<file path="config.mk">
export PLATFORM = sky130hd
export DESIGN_NAME = dsp_slice_param
export DESIGN_NICKNAME = d
export VERILOG_FILES = /design/src/rtl/dsp_slice_pkg.sv /design/src/rtl/dsp_coef_bank.sv /design/src/rtl/dsp_slice_param.sv
export SDC_FILE = /design/constraint.sdc
export NUM_CORES = 2
export LEC_CHECK = 0
export ABC_CLOCK_PERIOD_IN_PS = 16400
export CORE_AREA = 2 2 413 415
export CTS_CLUSTER_SIZE = 24
export DETAILED_ROUTE_END_ITERATION = 12
export DIE_AREA = 0 0 415 417
export PLACE_DENSITY = 0.63
export SLEW_MARGIN = 20
export SYNTH_ARGS = -nofsm -noshare
export SYNTH_HDL_FRONTEND = slang
export SYNTH_SLANG_ARGS = --single-unit
</file>
<file path="constraint.sdc">
create_clock -name clk -period 16.4 [get_ports clk]
set_clock_uncertainty 0.15 [all_clocks]
set_input_delay 4.1 -clock clk [delete_from_list [all_inputs] [get_ports clk]]
set_output_delay 4.1 -clock clk [all_outputs]
set_load 0.05 [all_outputs]
</file>
<file path="src/rtl/dsp_slice_pkg.sv">
// dsp_slice_pkg: shared pre-adder mode encodings and saturation-limit helper for the DSP slice
//   PA_BYP/PA_ADD/PA_SUB/PA_RSUB : pre-adder modes (A, A+B, A-B, B-A)
//   sat_lim(w, neg)              : most-negative (neg=1) or most-positive signed value of width w
package dsp_slice_pkg;
   typedef enum logic [1:0] {PA_BYP = 2'b00, PA_ADD = 2'b01, PA_SUB = 2'b10, PA_RSUB = 2'b11} pa_mode_e;
   localparam int LIM_W = 128;
   function automatic logic signed [LIM_W-1:0] sat_lim(input int w, input logic neg);
      logic signed [LIM_W-1:0] one;
      one = LIM_W'(1);
      return neg ? -(one <<< (w - 1)) : (one <<< (w - 1)) - one;
   endfunction
endpackage

</file>
<file path="src/rtl/dsp_coef_bank.sv">
// dsp_coef_bank: NCOEF x C_W coefficient register file, one sync write port, one async read port
//   clk, clr_n       : clock, async active-low reset (clears every entry)
//   we/waddr/wdata   : write strobe, index, data
//   raddr/rdata      : read index, combinational read data
module dsp_coef_bank #(
   parameter int C_W = 27,
   parameter int NCOEF = 8,
   localparam int CS_W = $clog2(NCOEF)
) (
   input  logic                   clk,
   input  logic                   clr_n,
   input  logic                   we,
   input  logic [CS_W-1:0]        waddr,
   input  logic signed [C_W-1:0]  wdata,
   input  logic [CS_W-1:0]        raddr,
   output logic signed [C_W-1:0]  rdata
);
   logic signed [C_W-1:0] mem [NCOEF];
   always_ff @(posedge clk or negedge clr_n)
      if (!clr_n)
         for (int i = 0; i < NCOEF; i++) mem[i] <= '0;
      else if (we)
         mem[waddr] <= wdata;
   assign rdata = mem[raddr];
endmodule

</file>
<file path="src/rtl/dsp_slice_param.sv">
// dsp_slice_param: 4-stage pre-add / multiply / negate / accumulate DSP slice with coef bank and saturation
//   clk, clr_n          : clock, async active-low reset
//   ena, in_valid       : pipeline enable, beat valid
//   pa_mode..coefsel    : per-beat controls, travel with their operands
//   ay, az, ax          : pre-adder operands, direct multiplicand
//   coef_we/waddr/wdata : coefficient bank write (independent of ena)
//   constant, chainin   : accumulator seed, cascade input
//   ovf_clr             : clears sticky ovf
//   out_valid, resulta, chainout, ovf : result pulse, result, cascade out, sticky overflow
module dsp_slice_param
   import dsp_slice_pkg::*;
#(
   parameter int A_W = 27,
   parameter int B_W = 26,
   parameter int C_W = 27,
   parameter int ACC_W = 64,
   parameter int NCOEF = 8,
   parameter int SAT_EN = 1,
   localparam int CS_W = $clog2(NCOEF)
) (
   input  logic              clk,
   input  logic              clr_n,
   input  logic              ena,
   input  logic              in_valid,
   input  logic [1:0]        pa_mode,
   input  logic              negate,
   input  logic              accumulate,
   input  logic              loadconst,
   input  logic              chain_en,
   input  logic              use_coef,
   input  logic [A_W-1:0]    ay,
   input  logic [B_W-1:0]    az,
   input  logic [C_W-1:0]    ax,
   input  logic [CS_W-1:0]   coefsel,
   input  logic              coef_we,
   input  logic [CS_W-1:0]   coef_waddr,
   input  logic [C_W-1:0]    coef_wdata,
   input  logic [ACC_W-1:0]  constant,
   input  logic [ACC_W-1:0]  chainin,
   input  logic              ovf_clr,
   output logic              out_valid,
   output logic [ACC_W-1:0]  resulta,
   output logic [ACC_W-1:0]  chainout,
   output logic              ovf
);
   localparam int PA_W = (A_W > B_W ? A_W : B_W) + 1;
   localparam int PW = PA_W + C_W;
   // two guard bits: base + product + chainin can exceed ACC_W+1 bits
   localparam int SW = ACC_W + 2;
   localparam logic signed [SW-1:0] SMAX = SW'(sat_lim(ACC_W, 1'b0));
   localparam logic signed [SW-1:0] SMIN = SW'(sat_lim(ACC_W, 1'b1));
   logic              v0, neg0, acc0, ld0, ch0, uc0;
   pa_mode_e          pm0;
   logic [A_W-1:0]    ay0;
   logic [B_W-1:0]    az0;
   logic [C_W-1:0]    ax0;
   logic [CS_W-1:0]   cs0;
   logic [ACC_W-1:0]  k0, ci0, k1, ci1, k2, ci2;
   logic              v1, neg1, acc1, ld1, ch1, v2, acc2, ld2, ch2;
   logic signed [PA_W-1:0] ya, za, pa_n, pa1;
   logic signed [C_W-1:0]  coef_rd, m1;
   logic signed [PW-1:0]   mul, p2;
   logic signed [SW-1:0]   sum;
   logic [SW-1:0]          base, chn;
   logic                   ovr;
   logic [ACC_W-1:0]       res_n;
   dsp_coef_bank #(.C_W(C_W), .NCOEF(NCOEF)) u_coef (
      .clk(clk), .clr_n(clr_n), .we(coef_we), .waddr(coef_waddr), .wdata(coef_wdata),
      .raddr(cs0), .rdata(coef_rd)
   );
   assign ya = $signed({{(PA_W-A_W){ay0[A_W-1]}}, ay0});
   assign za = $signed({{(PA_W-B_W){az0[B_W-1]}}, az0});
   assign pa_n = pm0 == PA_ADD ? ya + za : pm0 == PA_SUB ? ya - za : pm0 == PA_RSUB ? za - ya : ya;
   // the exact product fits PW bits, so the truncated PW x PW product is exact
   assign mul = $signed({{C_W{pa1[PA_W-1]}}, pa1}) * $signed({{PA_W{m1[C_W-1]}}, m1});
   assign base = ld2 ? {{2{k2[ACC_W-1]}}, k2} : acc2 ? {{2{resulta[ACC_W-1]}}, resulta} : '0;
   assign chn = ch2 ? {{2{ci2[ACC_W-1]}}, ci2} : '0;
   assign sum = $signed(base + {{(SW-PW){p2[PW-1]}}, p2} + chn);
   assign ovr = sum > SMAX || sum < SMIN;
   assign res_n = ovr && SAT_EN != 0 ? (sum[SW-1] ? SMIN[ACC_W-1:0] : SMAX[ACC_W-1:0]) : sum[ACC_W-1:0];
   assign chainout = resulta;
   always_ff @(posedge clk or negedge clr_n)
      if (!clr_n) begin
         {v0, neg0, acc0, ld0, ch0, uc0} <= '0;
         pm0 <= PA_BYP;
         {ay0, az0, ax0, cs0, k0, ci0} <= '0;
         {v1, neg1, acc1, ld1, ch1, pa1, m1, k1, ci1} <= '0;
         {v2, acc2, ld2, ch2, p2, k2, ci2} <= '0;
         {out_valid, resulta, ovf} <= '0;
      end else begin
         if (ena) begin
            {v0, neg0, acc0, ld0, ch0, uc0} <= {in_valid, negate, accumulate, loadconst, chain_en, use_coef};
            pm0 <= pa_mode_e'(pa_mode);
            {ay0, az0, ax0, cs0, k0, ci0} <= {ay, az, ax, coefsel, constant, chainin};
            {v1, neg1, acc1, ld1, ch1, k1, ci1} <= {v0, neg0, acc0, ld0, ch0, k0, ci0};
            pa1 <= pa_n;
            m1 <= uc0 ? coef_rd : $signed(ax0);
            {v2, acc2, ld2, ch2, k2, ci2} <= {v1, acc1, ld1, ch1, k1, ci1};
            p2 <= neg1 ? -mul : mul;
            if (v2) resulta <= res_n;
         end
         out_valid <= ena && v2;
         // a new overflow beats a simultaneous clear
         ovf <= (ovf && !ovf_clr) || (ena && v2 && ovr);
      end
endmodule
</file>
# Yosys cells after proc, flatten, opt, wreduce, memory -nomap -nowiden
# Cells that the tools add are included.
# Widths: inputs -> output; s select.
totals:
  reg_bits: 876
  in_bits: 254
  out_inout_bits: 130
  word_cells: 81
classes:
  n_addsub: 6
  n_mul: 1
  n_lt_le_gt_ge: 5
  n_eq_ne: 3
  mux: 16
  bitwise_logic: 2
  n_reduce_logical: 8
op_table:
  columns: ["cell", "n"]
  rows:
  - ["$bwmux 216", 1]
  - ["$mux 66", 3]
  - ["$add 66x66->66", 2]
  - ["$mux 64", 2]
  - ["$mux 27", 4]
  - ["$mux 28", 3]
  - ["$bmux 27 s3", 1]
  - ["$demux 27 s3", 1]
  - ["$gt 66x64->1 const B", 1]
  - ["$lt 66x64->1 const B", 1]
  - ["$mul 28x27->55", 1]
  - ["$mux 55", 1]
  - ["$neg 55->55", 1]
  - ["$add 27x26->28", 1]
  - ["$sub 26x27->28", 1]
  - ["$sub 27x26->28", 1]
  - ["$ge 4x4->1 const B", 2]
  - ["$not 3->4", 2]
  - ["$eq 2x2->1 const B", 2]
  - ["$logic_and 1x1->1", 4]
  - ["$lt 4x1->1 const B", 1]
  - ["$eq 2x1->1 const B", 1]
  - ["$logic_or 1x1->1", 2]
  - ["$reduce_and 2->1", 1]
  - ["$logic_not 1->1", 1]

# Logic depth before layout (Yosys ltp)
logic_depth:
  ltp_word: 8
  mapped_depth: 31
  mapped_depth_nobuf: 27

# Cells and area by module
# A second synthesis with hierarchy kept.
hier_totals:
  hier_cells: 7399
  area_unflattened_um2: 74886.8
modules_own_cells:
  columns: ["mod", "n_inst", "cells_per_inst", "area_per_inst_um2", "seq_area_each_um2"]
  rows:
  - ["dsp_slice_param", 1, 6840, 65178.8, 16515.8]
  - ["dsp_coef_bank", 1, 559, 9708.1, 5405.2]

# Worst setup path after synthesis
# Ideal clock, no wire load.
synth_timing:
  kind: "reg-to-reg"
  startpoint: "register pa1[27]"
  endpoint: "register p2[49]"
  setup_time_ns: 0.137
  t_arrival_ns: 8.084
  t_required_ns: 16.113
  path_slack_ns: 8.029
  path_stages_with_launch: 30
  path_buffers: 4
  period_less_slack_ns: 8.371
  path_cell_list: "dfrtp_1 clkbuf_1 clkbuf_1 nand2_1 inv_1 fa_1 fa_1 fa_1 ha_1 inv_1 fa_1 inv_1 fa_1 inv_1 fa_1 inv_1 ha_1 clkbuf_1 a21o_1 a21o_1 a21oi_1 nand2_1 a211oi_1 nor3_1 a311oi_2 or4b_1 buf_6 o41ai_2 xor2_1 a21oi_1"
synth_via:
  elab_chain_len: 3
synth_rtl:
  columns: ["item", "line", "rtl"]
  rows:
  - ["from (decl)", "dsp_slice_param.sv:60", "logic signed [PA_W-1:0] ya, za, pa_n, pa1;"]
  - ["from (signal assigned)", "dsp_slice_param.sv:96", "pa1 <= pa_n;"]
  - ["$mul 28x27->55 *", "dsp_slice_param.sv:75", "assign mul = $signed({{C_W{pa1[PA_W-1]}}, pa1}) * $signed({{PA_W{m1[C_W-1]}}, m1});"]
  - ["$neg 55->55", "dsp_slice_param.sv:99", "p2 <= neg1 ? -mul : mul;"]
  - ["$mux 55 *", "dsp_slice_param.sv:99", null]
  - ["to (signal assigned)", "dsp_slice_param.sv:99", null]
  - ["to (decl)", "dsp_slice_param.sv:62", "logic signed [PW-1:0] mul, p2;"]
# Every way passes the cells marked *; elsewhere a longest branch is shown, timed or not.
# A chain may end at the register's enable or synchronous reset.

# Final worst setup path
layout_timing:
  startpoint: "register m1[0]"
  endpoint: "register p2[53]"
layout_via:
  elab_chain_len: 3
layout_rtl:
  columns: ["item", "line", "rtl"]
  rows:
  - ["from (decl)", "dsp_slice_param.sv:61", "logic signed [C_W-1:0] coef_rd, m1;"]
  - ["from (signal assigned)", "dsp_slice_param.sv:97", "m1 <= uc0 ? coef_rd : $signed(ax0);"]
  - ["$mul 28x27->55 *", "dsp_slice_param.sv:75", null]
  - ["$neg 55->55", "dsp_slice_param.sv:99", null]
  - ["$mux 55 *", "dsp_slice_param.sv:99", null]
# Marks and branches as above.

==> results.md <==
* Run status: complete, no violations
* Worst Setup End Kind: flip-flop
* Crit path arrival time at 10.48 ns
* Initial antenna violation count at 5
* Residual DRC at 0
* #FFs+latches synth at 876
* RD Place Congestion at 0.924
* Peak Freq at between 100 and 150 MHz
* CTS tree: built
* Vert. Die Dim at 417 microns
* Top-area cell type share of the netlist area at 29.1%
* CTS clock-pin slew for the worst setup and hold paths at roughly 0.07 ns
* Required @ worst endpoint at 16.91 ns
* Distinct cells, synth at 96
* Final Hold Vio Count at 0
* Layout cells sized above 1 at 13.5%
* IO Count at 384
* Worst skew pair latency at ~0.74 ns
* Minimum clock period at 9.97 ns
* Worst Setup Start Kind: flip-flop
* Root buf cell: clkbuf_16
* First-pass GRT wire length at approximately 330000 microns
* Worst setup path class: reg -> reg
* Cells after Synth at 7495
* Largest net degree at the start of global routing at 161
* Top FF cell, synth: dfrtp_1
* Flop2flop setup slack at 6.43 ns
* Most frequent cells in the layout: inv_1, dfrtp_1, fa_1
* Unrepaired setup endpoints after global routing: no
* Syn nets at just under 9000
* Synth warnings at 0
* Drt wl/cell at 21.3 microns
* Hold_buf cts at 0
* Post-synth EDFFs at 0
* Synth area leaders: dfrtp_1, fa_1, mux2_2
* Setup violations, final at 0
* Total die area at 0.173 sq mm
* Final period utilization at 60.8%
* Core Rows at 151
* Slew headroom at 13.5%
* Post-CTS sizing at 0
* All-Layer GR Usage at between 20% and 30%
* Count of pins over their slew limit at 0
* Seq/Total Area, Yosys at 29.1%
* GRT overflow at 0
* Synth Area per Inst at between 10 and 15 sq um
* Core area at 0.169 sq mm
* Vias per cell at 5.51
* Min-delay worst type: reg -> reg
* Input/output buffers at 383
* Post-synthesis async set-or-reset flop share at 100%
* Clock Path Buffers at 3
* Least-Margin Pin Slew at 1.29 ns
* Horiz. Die Dim at 415 microns
* Crit path max fanout at 30
* Clock Sinks at between 800 and 900
* Starting density of the core at ~45%
* Vias at 54300
* Commonest non-fill, non-tap cell in the layout: inv_1
* Post-DP HPWL at 162000 microns
* Number of max-cap violations at 0
* Post-DRT Antenna Nets at 0
* Number of global-route vias before repair at 57600
* Yosys top cell by area: dfrtp_1
* TNS Setup at 0 ns
* H-tree Lvls at 3
* Layout area overhead at 11.3%
* Number of CTS-inserted buffers at 93
* Synthesized area at around 0.075 sq mm
* Post-CTS setup buffer count at 0
* Final-stage net count at 8974
* 1st-iter DRT viols at 3769
* DR pass1 iterations at 5
* Post-Route WL at 210000 microns
-- state kept, by name, indices dropped and copies added, names as in the netlist, 64 cells and up --
signal,cells
k0,64
ci2,64
u_coef.mem,216
k2,64
chainout,64
k1,64
ci1,64
ci0,64
-- stage by stage --
| stage | util (%) | setup WS (ns) | area [sq um] | hold slack (ns) | std cells |
|---|---|---|---|---|---|
| final | 49.8 | 6.43 | 83900 | 0.328 | 9862 |
| after CTS | 49.8 | 6.45 | 83900 | 0.331 | 9857 |
| after global routing | 49.8 | 5.78 | 83900 | 0.338 | 9860 |
| after floorplan | - | 8.03 | 75400 | 0.324 | 7495 |
| after detailed placement | 47.8 | 6.50 | 80600 | 0.317 | 9682 |
| after global placement | 47.8 | 6.58 | 80600 | 0.313 | 9682 |
-- final timing paths --
kind | start | endpoint | cells after the start
min in group asynchronous | clr_n | u_coef.mem[106] | 1
min | m1[7] | m1[7] | 1
max | m1[0] | p2[53] | 23
max in group asynchronous | clr_n | ch2 | 5
min reg2reg | m1[7] | m1[7] | 1
max reg2reg | m1[0] | p2[53] | 23
-- critical path: stages, from the launching register on --
cell     delay (ns)
dfrtp_1        1.08
nand2_1        0.30
inv_1          0.15
fa_1           0.53
fa_1           0.75
fa_1           0.51
ha_1           0.59
inv_1          0.37
fa_1           0.58
inv_1          0.06
fa_1           0.55
fa_1           0.43
ha_1           0.50
and3_1         0.27
nand4_1        0.15
nor3_1         0.65
nand2_1        0.11
a31oi_1        0.40
o21ai_0        0.18
a32o_1         0.26
nor4b_1        0.53
nand2_1        0.16
or4_1          0.54
nand3_1        0.09
-- synth_stat cells (8+ instances only) --
| master | number |
|---|---|
| nand2_1 | 790 |
| o21bai_1 | 46 |
| o31ai_1 | 25 |
| o21a_1 | 16 |
| a21o_1 | 102 |
| nand3_1 | 62 |
| ha_1 | 306 |
| xnor2_1 | 94 |
| a31oi_1 | 41 |
| mux4_2 | 55 |
| dfrtp_1 | 876 |
| o221ai_1 | 13 |
| buf_2 | 16 |
| nor3b_1 | 9 |
| and2_1 | 321 |
| a21boi_0 | 11 |
| mux2i_1 | 51 |
| o22ai_1 | 21 |
| a221o_1 | 15 |
| a211oi_1 | 65 |
| clkbuf_1 | 390 |
| fa_1 | 854 |
| buf_1 | 30 |
| inv_1 | 1145 |
| and3_1 | 35 |
| nor2_1 | 312 |
| o211ai_1 | 21 |
| mux2_2 | 653 |
| a21oi_1 | 320 |
| or2_2 | 13 |
| xor2_1 | 67 |
| and4_1 | 8 |
| nor4_1 | 11 |
| nand2b_1 | 33 |
| a22oi_1 | 71 |
| buf_4 | 64 |
| nand4_1 | 46 |
| nor3_1 | 58 |
| nor2b_1 | 25 |
| a221oi_1 | 15 |
| or3_1 | 21 |
| o21ai_0 | 213 |
| a2111oi_0 | 12 |
-- final cells by class --
cell class	count	area, sq um
fillers	15500	84600
multi-input cells	4970	47100
flip-flops and latches	876	21900
repair buffers	472	4550
inverters	1147	4310
well taps	2218	2780
clock buffers	132	2660
clock inverters	43	568
diodes	4	10.0
-- kinds of logic (layout without fill, tap and decap cells) --
| group | after synthesis | after routing | synth area share, % |
|---|---|---|---|
| DFF | 876 | 876 | 29.1 |
| xor gates and xnor gates | 161 | 161 | 1.87 |
| AOI/OAI and AO/OA | 1108 | 1108 | 9.57 |
| other | 0 | 4 | 0 |
| muxes | 759 | 759 | 12.1 |
| buffers and inverters | 1649 | 1794 | 8.57 |
| and+or+nand+nor | 1782 | 1782 | 11.1 |
| adders and majority gates | 1160 | 1160 | 27.7 |
-- metal layers --
layer | share of wire [%] | track usage, % | wire length [microns]
met1 | 43 | 33.1 | 90900
met2 | 47 | 40.2 | 99600
met3 | 6.1 | 4.39 | 12700
met4 | 3.2 | 8.35 | 6820
met5 | 0 | 0 | 0
Power is not shown: default switching activity piles up to over one toggle a cycle in this logic, so the estimate is an artifact.
